[config.mk]
export PLATFORM = sky130hd
export DESIGN_NAME = seq_recorder
export DESIGN_NICKNAME = d
export VERILOG_FILES = /design/src/rtl/seq_recorder.sv
export SDC_FILE = /design/constraint.sdc
export NUM_CORES = 1
export LEC_CHECK = 0
export CAP_MARGIN = 20
export CORE_MARGIN = 8
export CORE_UTILIZATION = 44
export CTS_CLUSTER_SIZE = 25
export DETAILED_ROUTE_END_ITERATION = 16
export PLACE_DENSITY = 0.81
export SLEW_MARGIN = 20
export SYNTH_ARGS = -nofsm -noshare
export SYNTH_HDL_FRONTEND = slang
export SYNTH_SLANG_ARGS = --single-unit
[constraint.sdc]
create_clock -name CLK_50 -period 2 [get_ports CLK_50]
set_input_delay 0.6 -clock CLK_50 [delete_from_list [all_inputs] [get_ports CLK_50]]
set_output_delay 0.6 -clock CLK_50 [all_outputs]
set_load 0.01 [all_outputs]
[src/rtl/seq_recorder.sv]
// rtl/seq_recorder.sv - records a step-word stream into one sequence RAM slot and
// terminates it with a marker word (bit DATA_W-1 set, low bits = step count).
module seq_recorder #(
  parameter int SEQ_W  = 6,
  parameter int SLOT_W = 4,
  parameter int DATA_W = 32
) (
  input  logic                    CLK_50,
  input  logic                    reset,
  input  logic                    start,
  input  logic [SEQ_W-1:0]        seq_num,
  input  logic                    step_valid,
  input  logic [DATA_W-1:0]       step_data,
  output logic                    step_ready,
  input  logic                    commit,
  input  logic                    abort,
  output logic [SEQ_W+SLOT_W-1:0] ram_wraddress,
  output logic [DATA_W-1:0]       ram_data,
  output logic                    ram_wren,
  output logic                    busy,
  output logic                    done,
  output logic [SLOT_W-1:0]       step_count,
  output logic                    overflow
);

  localparam logic [SLOT_W-1:0] MAX_STEPS    = {SLOT_W{1'b1}};
  localparam logic [SLOT_W-1:0] MAX_STEPS_M1 = MAX_STEPS - 1'b1;
  localparam logic [DATA_W-1:0] STEP_MASK    = {1'b0, {(DATA_W-1){1'b1}}};

  typedef enum logic [1:0] {
    S_IDLE,
    S_RECORD,
    S_TERM,
    S_DONE
  } state_t;

  state_t                    state_q, state_d;
  logic [SEQ_W-1:0]          slot_q, slot_d;
  logic [SLOT_W-1:0]         idx_q, idx_d;
  logic [SLOT_W-1:0]         step_count_q, step_count_d;
  logic                      step_ready_q, step_ready_d;
  logic                      ram_wren_q, ram_wren_d;
  logic [SEQ_W+SLOT_W-1:0]   ram_wraddress_q, ram_wraddress_d;
  logic [DATA_W-1:0]         ram_data_q, ram_data_d;
  logic                      busy_q, busy_d;
  logic                      done_q, done_d;
  logic                      overflow_q, overflow_d;
  logic                      accept;

  always_comb begin
    state_d         = state_q;
    slot_d          = slot_q;
    idx_d           = idx_q;
    step_count_d    = step_count_q;
    ram_wren_d      = 1'b0;
    ram_wraddress_d = ram_wraddress_q;
    ram_data_d      = ram_data_q;
    busy_d          = busy_q;
    done_d          = 1'b0;
    overflow_d      = overflow_q;
    accept          = step_valid && step_ready_q;

    case (state_q)
      S_IDLE: begin
        if (start) begin
          slot_d       = seq_num;
          idx_d        = '0;
          step_count_d = '0;
          overflow_d   = 1'b0;
          busy_d       = 1'b1;
          state_d      = S_RECORD;
        end
      end

      S_RECORD: begin
        if (step_valid && (idx_q == MAX_STEPS)) begin
          overflow_d = 1'b1;
        end
        // abort outranks both a coincident step and a coincident commit
        if (abort) begin
          idx_d        = '0;
          step_count_d = '0;
          state_d      = S_TERM;
        end else begin
          if (accept) begin
            ram_wren_d      = 1'b1;
            ram_wraddress_d = {slot_q, idx_q};
            ram_data_d      = step_data & STEP_MASK;
            idx_d           = idx_q + 1'b1;
            step_count_d    = idx_q + 1'b1;
          end
          if (commit || (accept && (idx_q == MAX_STEPS_M1))) begin
            state_d = S_TERM;
          end
        end
      end

      S_TERM: begin
        // a full slot with the source still offering steps is the overflow case
        if (step_valid && (idx_q == MAX_STEPS)) begin
          overflow_d = 1'b1;
        end
        ram_wren_d      = 1'b1;
        ram_wraddress_d = {slot_q, idx_q};
        ram_data_d      = {1'b1, {(DATA_W-1-SLOT_W){1'b0}}, step_count_q};
        state_d         = S_DONE;
      end

      S_DONE: begin
        done_d  = 1'b1;
        busy_d  = 1'b0;
        state_d = S_IDLE;
      end

      default: begin
        state_d = S_IDLE;
      end
    endcase

    step_ready_d = (state_d == S_RECORD) && (idx_d < MAX_STEPS);
  end

  always_ff @(posedge CLK_50) begin
    if (reset) begin
      state_q         <= S_IDLE;
      slot_q          <= '0;
      idx_q           <= '0;
      step_count_q    <= '0;
      step_ready_q    <= 1'b0;
      ram_wren_q      <= 1'b0;
      ram_wraddress_q <= '0;
      ram_data_q      <= '0;
      busy_q          <= 1'b0;
      done_q          <= 1'b0;
      overflow_q      <= 1'b0;
    end else begin
      state_q         <= state_d;
      slot_q          <= slot_d;
      idx_q           <= idx_d;
      step_count_q    <= step_count_d;
      step_ready_q    <= step_ready_d;
      ram_wren_q      <= ram_wren_d;
      ram_wraddress_q <= ram_wraddress_d;
      ram_data_q      <= ram_data_d;
      busy_q          <= busy_d;
      done_q          <= done_d;
      overflow_q      <= overflow_d;
    end
  end

  assign step_ready    = step_ready_q;
  assign ram_wren      = ram_wren_q;
  assign ram_wraddress = ram_wraddress_q;
  assign ram_data      = ram_data_q;
  assign busy          = busy_q;
  assign done          = done_q;
  assign step_count    = step_count_q;
  assign overflow      = overflow_q;

endmodule
# [After elaboration in Yosys (flattened, before gate mapping)]
# Index checks and enable logic that the tools add are counted.
# W data, S select, Z words.
[totals] reg_bits=63 input_bits=44 output_inout_bits=51 elab_cells=67
[op_classes] add_sub_neg=1 order_cmp=1 eq_ne=11 muxes=27 reduce_logical=16
[ops] operator="$mux W32" n=2
[ops] operator="$pmux W32 S2" n=1
[ops] operator="$mux W4" n=6
[ops] operator="$mux W10" n=2
[ops] operator="$pmux W10 S2" n=1
[ops] operator="$pmux W4 S2" n=2
[ops] operator="$reduce_and A3 Y1" n=3
[ops] operator="$eq A4 B4 Y1 const B" n=2
[ops] operator="$pmux W2 S4" n=1
[ops] operator="$reduce_bool A2 Y1" n=4
[ops] operator="$mux W1" n=6
[ops] operator="$mux W2" n=3
[ops] operator="$ne A2 B2 Y1 const B" n=3
[ops] operator="$pmux W1 S2" n=3
[ops] operator="$add A4 B1 Y4 const B" n=1
[ops] operator="$eq A2 B1 Y1 const B" n=2
[ops] operator="$eq A2 B2 Y1 const B" n=2
[ops] operator="$logic_and A1 B1 Y1" n=4
[ops] operator="$lt A4 B4 Y1 const B" n=1
[ops] operator="$reduce_and A2 Y1" n=2
[ops] operator="$ne A3 B3 Y1 const B" n=1
[ops] operator="$logic_not A2 Y1" n=1
[ops] operator="$ne A2 B1 Y1 const B" n=1
[ops] operator="$reduce_or A2 Y1" n=1
[ops] operator="$logic_or A1 B1 Y1" n=1

# [Logic depth before layout (Yosys ltp)]
[depth] depth_word=8 depth_mapped=8 depth_no_buf=6

# [Least setup slack after synthesis]
# Ideal clock, no wire load.
[synth_timing] path_type="register -> register" start="reg state_q[1]" end="reg step_ready_q, in the netlist step_ready" setup_ns=0.122 arrival_ns=1.579 required_ns=1.878 path_slack_ns=0.299 stages_incl_launch_ff=9 n_path_buf=2 synth_period_minus_slack_ns=1.701 cell_sequence="dfxtp_1 -> inv_1 -> ha_1 -> buf_6 -> mux2i_2 -> a21o_1 -> buf_6 -> a22oi_2 -> o311a_1"
[synth_via] elab_chain_len=5 elab_cells_between_ends=12 classes_between="1 x order compare; 4 x eq/ne; 5 x mux; 2 x reduce/logical"
[synth_lines] element="start, declared" line="37" source="state_t state_q, state_d;"
[synth_lines] element="start signal, assigned" line="137" source="state_q <= state_d;"
[synth_lines] element="branches (longest 4 deep; another with $lt A4 B4 Y1)"
[synth_lines] element="$logic_and A1 B1 Y1 (*)" line="120" source="step_ready_d = (state_d == S_RECORD) && (idx_d < MAX_STEPS);"
[synth_lines] element="end signal, assigned" line="141" source="step_ready_q <= step_ready_d;"
[synth_lines] element="end, declared" line="41" source="logic step_ready_q, step_ready_d;"
# Mark *: on every way between the ends.
# A chain may end at the register's enable or synchronous reset.

# [Worst setup path after layout]
[layout_timing] start="reg step_ready_q, in the netlist step_ready" end="out step_ready"
[layout_lines] element="end, declared" line="14" source="output logic step_ready,"
# No word-level cell between the ends.

==> metrics.log <==
INFO  metric yosysTopAreaCellShare = 0.500
INFO  metric initial_utilization = 0.458
INFO  metric power.share.switching = 0.258
INFO  metric max_stage_delay = 0.58 ns
INFO  metric synthesis.area = 2520 µm²
INFO  metric rsz0062_at_grt = false
INFO  metric number_of_clock_buffers_inserted_by_tritoncts = 9
INFO  metric cts-root-buf = clkbuf_8
INFO  metric p_seq_frac = 0.501
INFO  metric clk-insertion-delay-late = 0.32 ns
INFO  metric holdPathStages = 2
INFO  metric area.sequential = 1260 µm²
INFO  metric status = completed
INFO  metric pin_count = 95
INFO  metric drt-wirelength-per-cell = 15.6 µm
INFO  metric power-per-cell-area = 708 nW/µm²
INFO  metric hold_path_end = ram_wraddress[4]
INFO  metric most_used_cells_in_the_layout_excluding_fill_and_tap_cells = clkdlybuf4s50_1, dfxtp_1, nor2_1
INFO  metric crit_required = 1.40 ns
INFO  metric netlist-cell-type-count = 40
INFO  metric leakage = 1.36 nW
INFO  metric worstPathBufferInverterCount = 1
INFO  metric cts.path.max_buffers = 2
INFO  metric hold_path.startpoint = ram_wraddress[4]
INFO  metric top_post_synthesis_cells_by_area = dfxtp_1, a22oi_1, nor2_1
INFO  metric pre_cts_slack = -0.155 ns
INFO  metric placementRows = 27
INFO  metric finalWorstSetupSlack = 0.0585 ns
INFO  metric internal_power = 1.97 mW
INFO  metric yosys_register_bits = 63
INFO  metric final-max-slew-violation-count = 0
INFO  metric grt_start_max_net_pins = 28
INFO  metric gr-total-overflow = 0
INFO  metric antenna_left = 0
INFO  metric fin_crit = 1.94 ns
INFO  metric vdd_ir_drop_max = 403 µV
INFO  metric cp_max_fo = 5
INFO  metric worst_clock_skew = 0.00814 ns
INFO  metric drc = 0
INFO  metric switchingPower = 684 µW
INFO  metric global_route_wire_length_before_repair = 11.6 mm
INFO  metric reg2reg_from = state_q[1]
INFO  metric htreeDepth = 3
INFO  metric finalSetupViolations = 0
INFO  metric postSynthCellCount = 274
INFO  metric route.vias.total = 2343
INFO  metric final_hold_viol_count = 0
INFO  metric cts_sinks = 63
INFO  metric die-area = 8400 µm²
INFO  metric filler_cell_count = 447
INFO  metric detailedRoute.firstIterationViolations = 115
INFO  metric worst_r2r_path_depth = 6
INFO  metric dieWidth = 91.7 µm
INFO  metric syn_avg_cell_area = 9.20 µm²
INFO  metric maxSlewHeadroom = 0.664
INFO  metric via_count_of_the_first_global_routing_pass = 2335
INFO  metric cp.arrival = 1.34 ns
INFO  metric critical_path_class = reg -> out
INFO  metric vias_per_cell = 5.16
INFO  metric multi_input_combinational_cell_area = 1130 µm²
INFO  metric numPortBuffers = 93
INFO  metric max-cap-violations = 0
INFO  metric antenna_found_initial = 0
INFO  metric globalRouteTotalUtil = 0.171
INFO  metric r2r_end = step_ready
INFO  metric dpl-instance-area = 3590 µm²
INFO  metric synth_largest_area_cell = dfxtp_1
INFO  metric placeableCoreArea = 5510 µm²
INFO  metric cp-end-kind = primary output
INFO  metric min_period_over_period = 0.971
INFO  metric hold_path.class = reg -> reg
INFO  metric diodes = 0
INFO  metric tritoncts = yes
INFO  metric path_clk_slew = 0.06 ns
INFO  metric ys_seq_area_frac = 0.500
INFO  metric slowest_stage = clkdlybuf4s50_1
INFO  metric path_cells = clkdlybuf4s50_1
INFO  metric combPwrFrac = 0.173
INFO  metric place.detailed.instances = 439
INFO  metric pwr-share-clk = 0.327
INFO  metric power.total = 2.65 mW
INFO  metric cts_hold_buffers = 0
INFO  metric die_h = 91.7 µm
INFO  metric layout-drive-gt1-share = 0.110
INFO  metric tightestPinTransition = 0.503 ns
INFO  metric path_delay_family = buffers and inverters
INFO  metric globalplace.congestion = 0.903
INFO  metric mappedNetlistNets = 324
INFO  metric final_common_cell = clkdlybuf4s50_1
INFO  metric syn2layout_area_growth = 48.6%
INFO  metric dpl.hpwl = 5.29 mm
INFO  metric stdcell_count = 454
INFO  metric finalInstanceArea = 3740 µm²
INFO  metric regToRegSetupSlack = 0.19 ns
INFO  metric postRouteWirelength = 7.07 mm
INFO  metric synth_warnings = 0
INFO  metric startpoint_type = register
INFO  metric first_pass_iters = 4
INFO  metric finished_core_util = 0.680
INFO  metric design.final.nets = 429
INFO  metric max_freq = 0.515 GHz
worst max path at each step:
| stage | startpoint | depth (start not counted) | endpoint | slack [ns] |
|---|---|---|---|---|
| final | step_ready | 1 | step_ready | 0.06 |
| after floorplan | state_q[1] | 8 | step_ready | 0.30 |
| after detailed placement | step_valid | 6 | ram_data[0] | -0.16 |
| after global placement | step_valid | 5 | step_ready | -0.11 |
| after CTS | step_ready | 1 | step_ready | 0.05 |
| after global routing | step_ready | 1 | step_ready | 0.009 |
cells in the mapped netlist, drive strengths merged:
cell type	count
nand2b	2
mux2i	5
nand3b	1
a211oi	7
nor2b	2
o2111a	1
o22ai	1
and2	2
o311a	1
a22oi	31
dfxtp	63
xor2	1
nor2	48
a21o	1
a21oi	24
clkbuf	8
xnor2	1
and3	1
buf	11
nand4b	1
nor4b	1
o21ai	5
a41oi	1
nand2	30
nor3	3
a2bb2oi	1
and4b	1
inv	5
nand3	8
ha	6
nor4bb	1
kinds of logic after synthesis:
kind of cell / count (synthesis) / share of synthesized area
and+or+nand+nor: 101 / 0.185
DFF: 63 / 0.500
adders and majority gates: 6 / 0.0298
AOI/OAI and AO/OA: 73 / 0.204
muxes: 5 / 0.0213
xor gates and xnor gates: 2 / 0.00695
buffers and inverters: 24 / 0.0526
stage by stage:
stage	hold slack (ns)	setup TNS (ns)
finish	0.449	0
global route	0.470	0
CTS	0.452	0
detailed placement	0.446	-5.09
global placement	0.439	-4.10
floorplan	0.437	0
registers in the layout (all words and copies together) (netlist names):
signal and count:
state_q 2, slot_q 6, idx_q 4, ram_data 32
overflow 1, done 1, ram_wren 1, ram_wraddress 10
busy 1, step_count 4, step_ready 1
power by group through the flow:
stage | Sequential, mW | Combinational, mW | Clock [mW]
floorplan | 1.36 | 0.230 | 0
global placement | 1.35 | 0.442 | 0
detailed placement | 1.35 | 0.448 | 0
CTS | 1.33 | 0.452 | 0.900
global route | 1.33 | 0.498 | 0.961
finish | 1.33 | 0.458 | 0.865
timing repair:
action                                  in CTS  in global routing
endpoints found under the setup margin       0                  3
resized for setup                            0                  1
buffers inserted                             0                  1
routing by layer:
metal / vias to the layer above / wire length, µm / GRT usage / share of wire
li1: 1168 / - / - / -
met1: 1074 / 2840 / 0.184 / 0.40
met2: 92 / 3170 / 0.262 / 0.45
met3: 9 / 931 / 0.0970 / 0.13
met4: 0 / 126 / 0.0900 / 0.018
met5: - / 0 / 0 / 0
cell type report:
type                       instances  area share
multi-input combinational        187       0.301
clock inverter                     2     0.00267
inverter                           5     0.00501
timing repair buffer             113       0.294
tap                               72      0.0241
clock buffer                      12      0.0361
sequential                        63       0.337
Power figures use the tool's default switching activity.
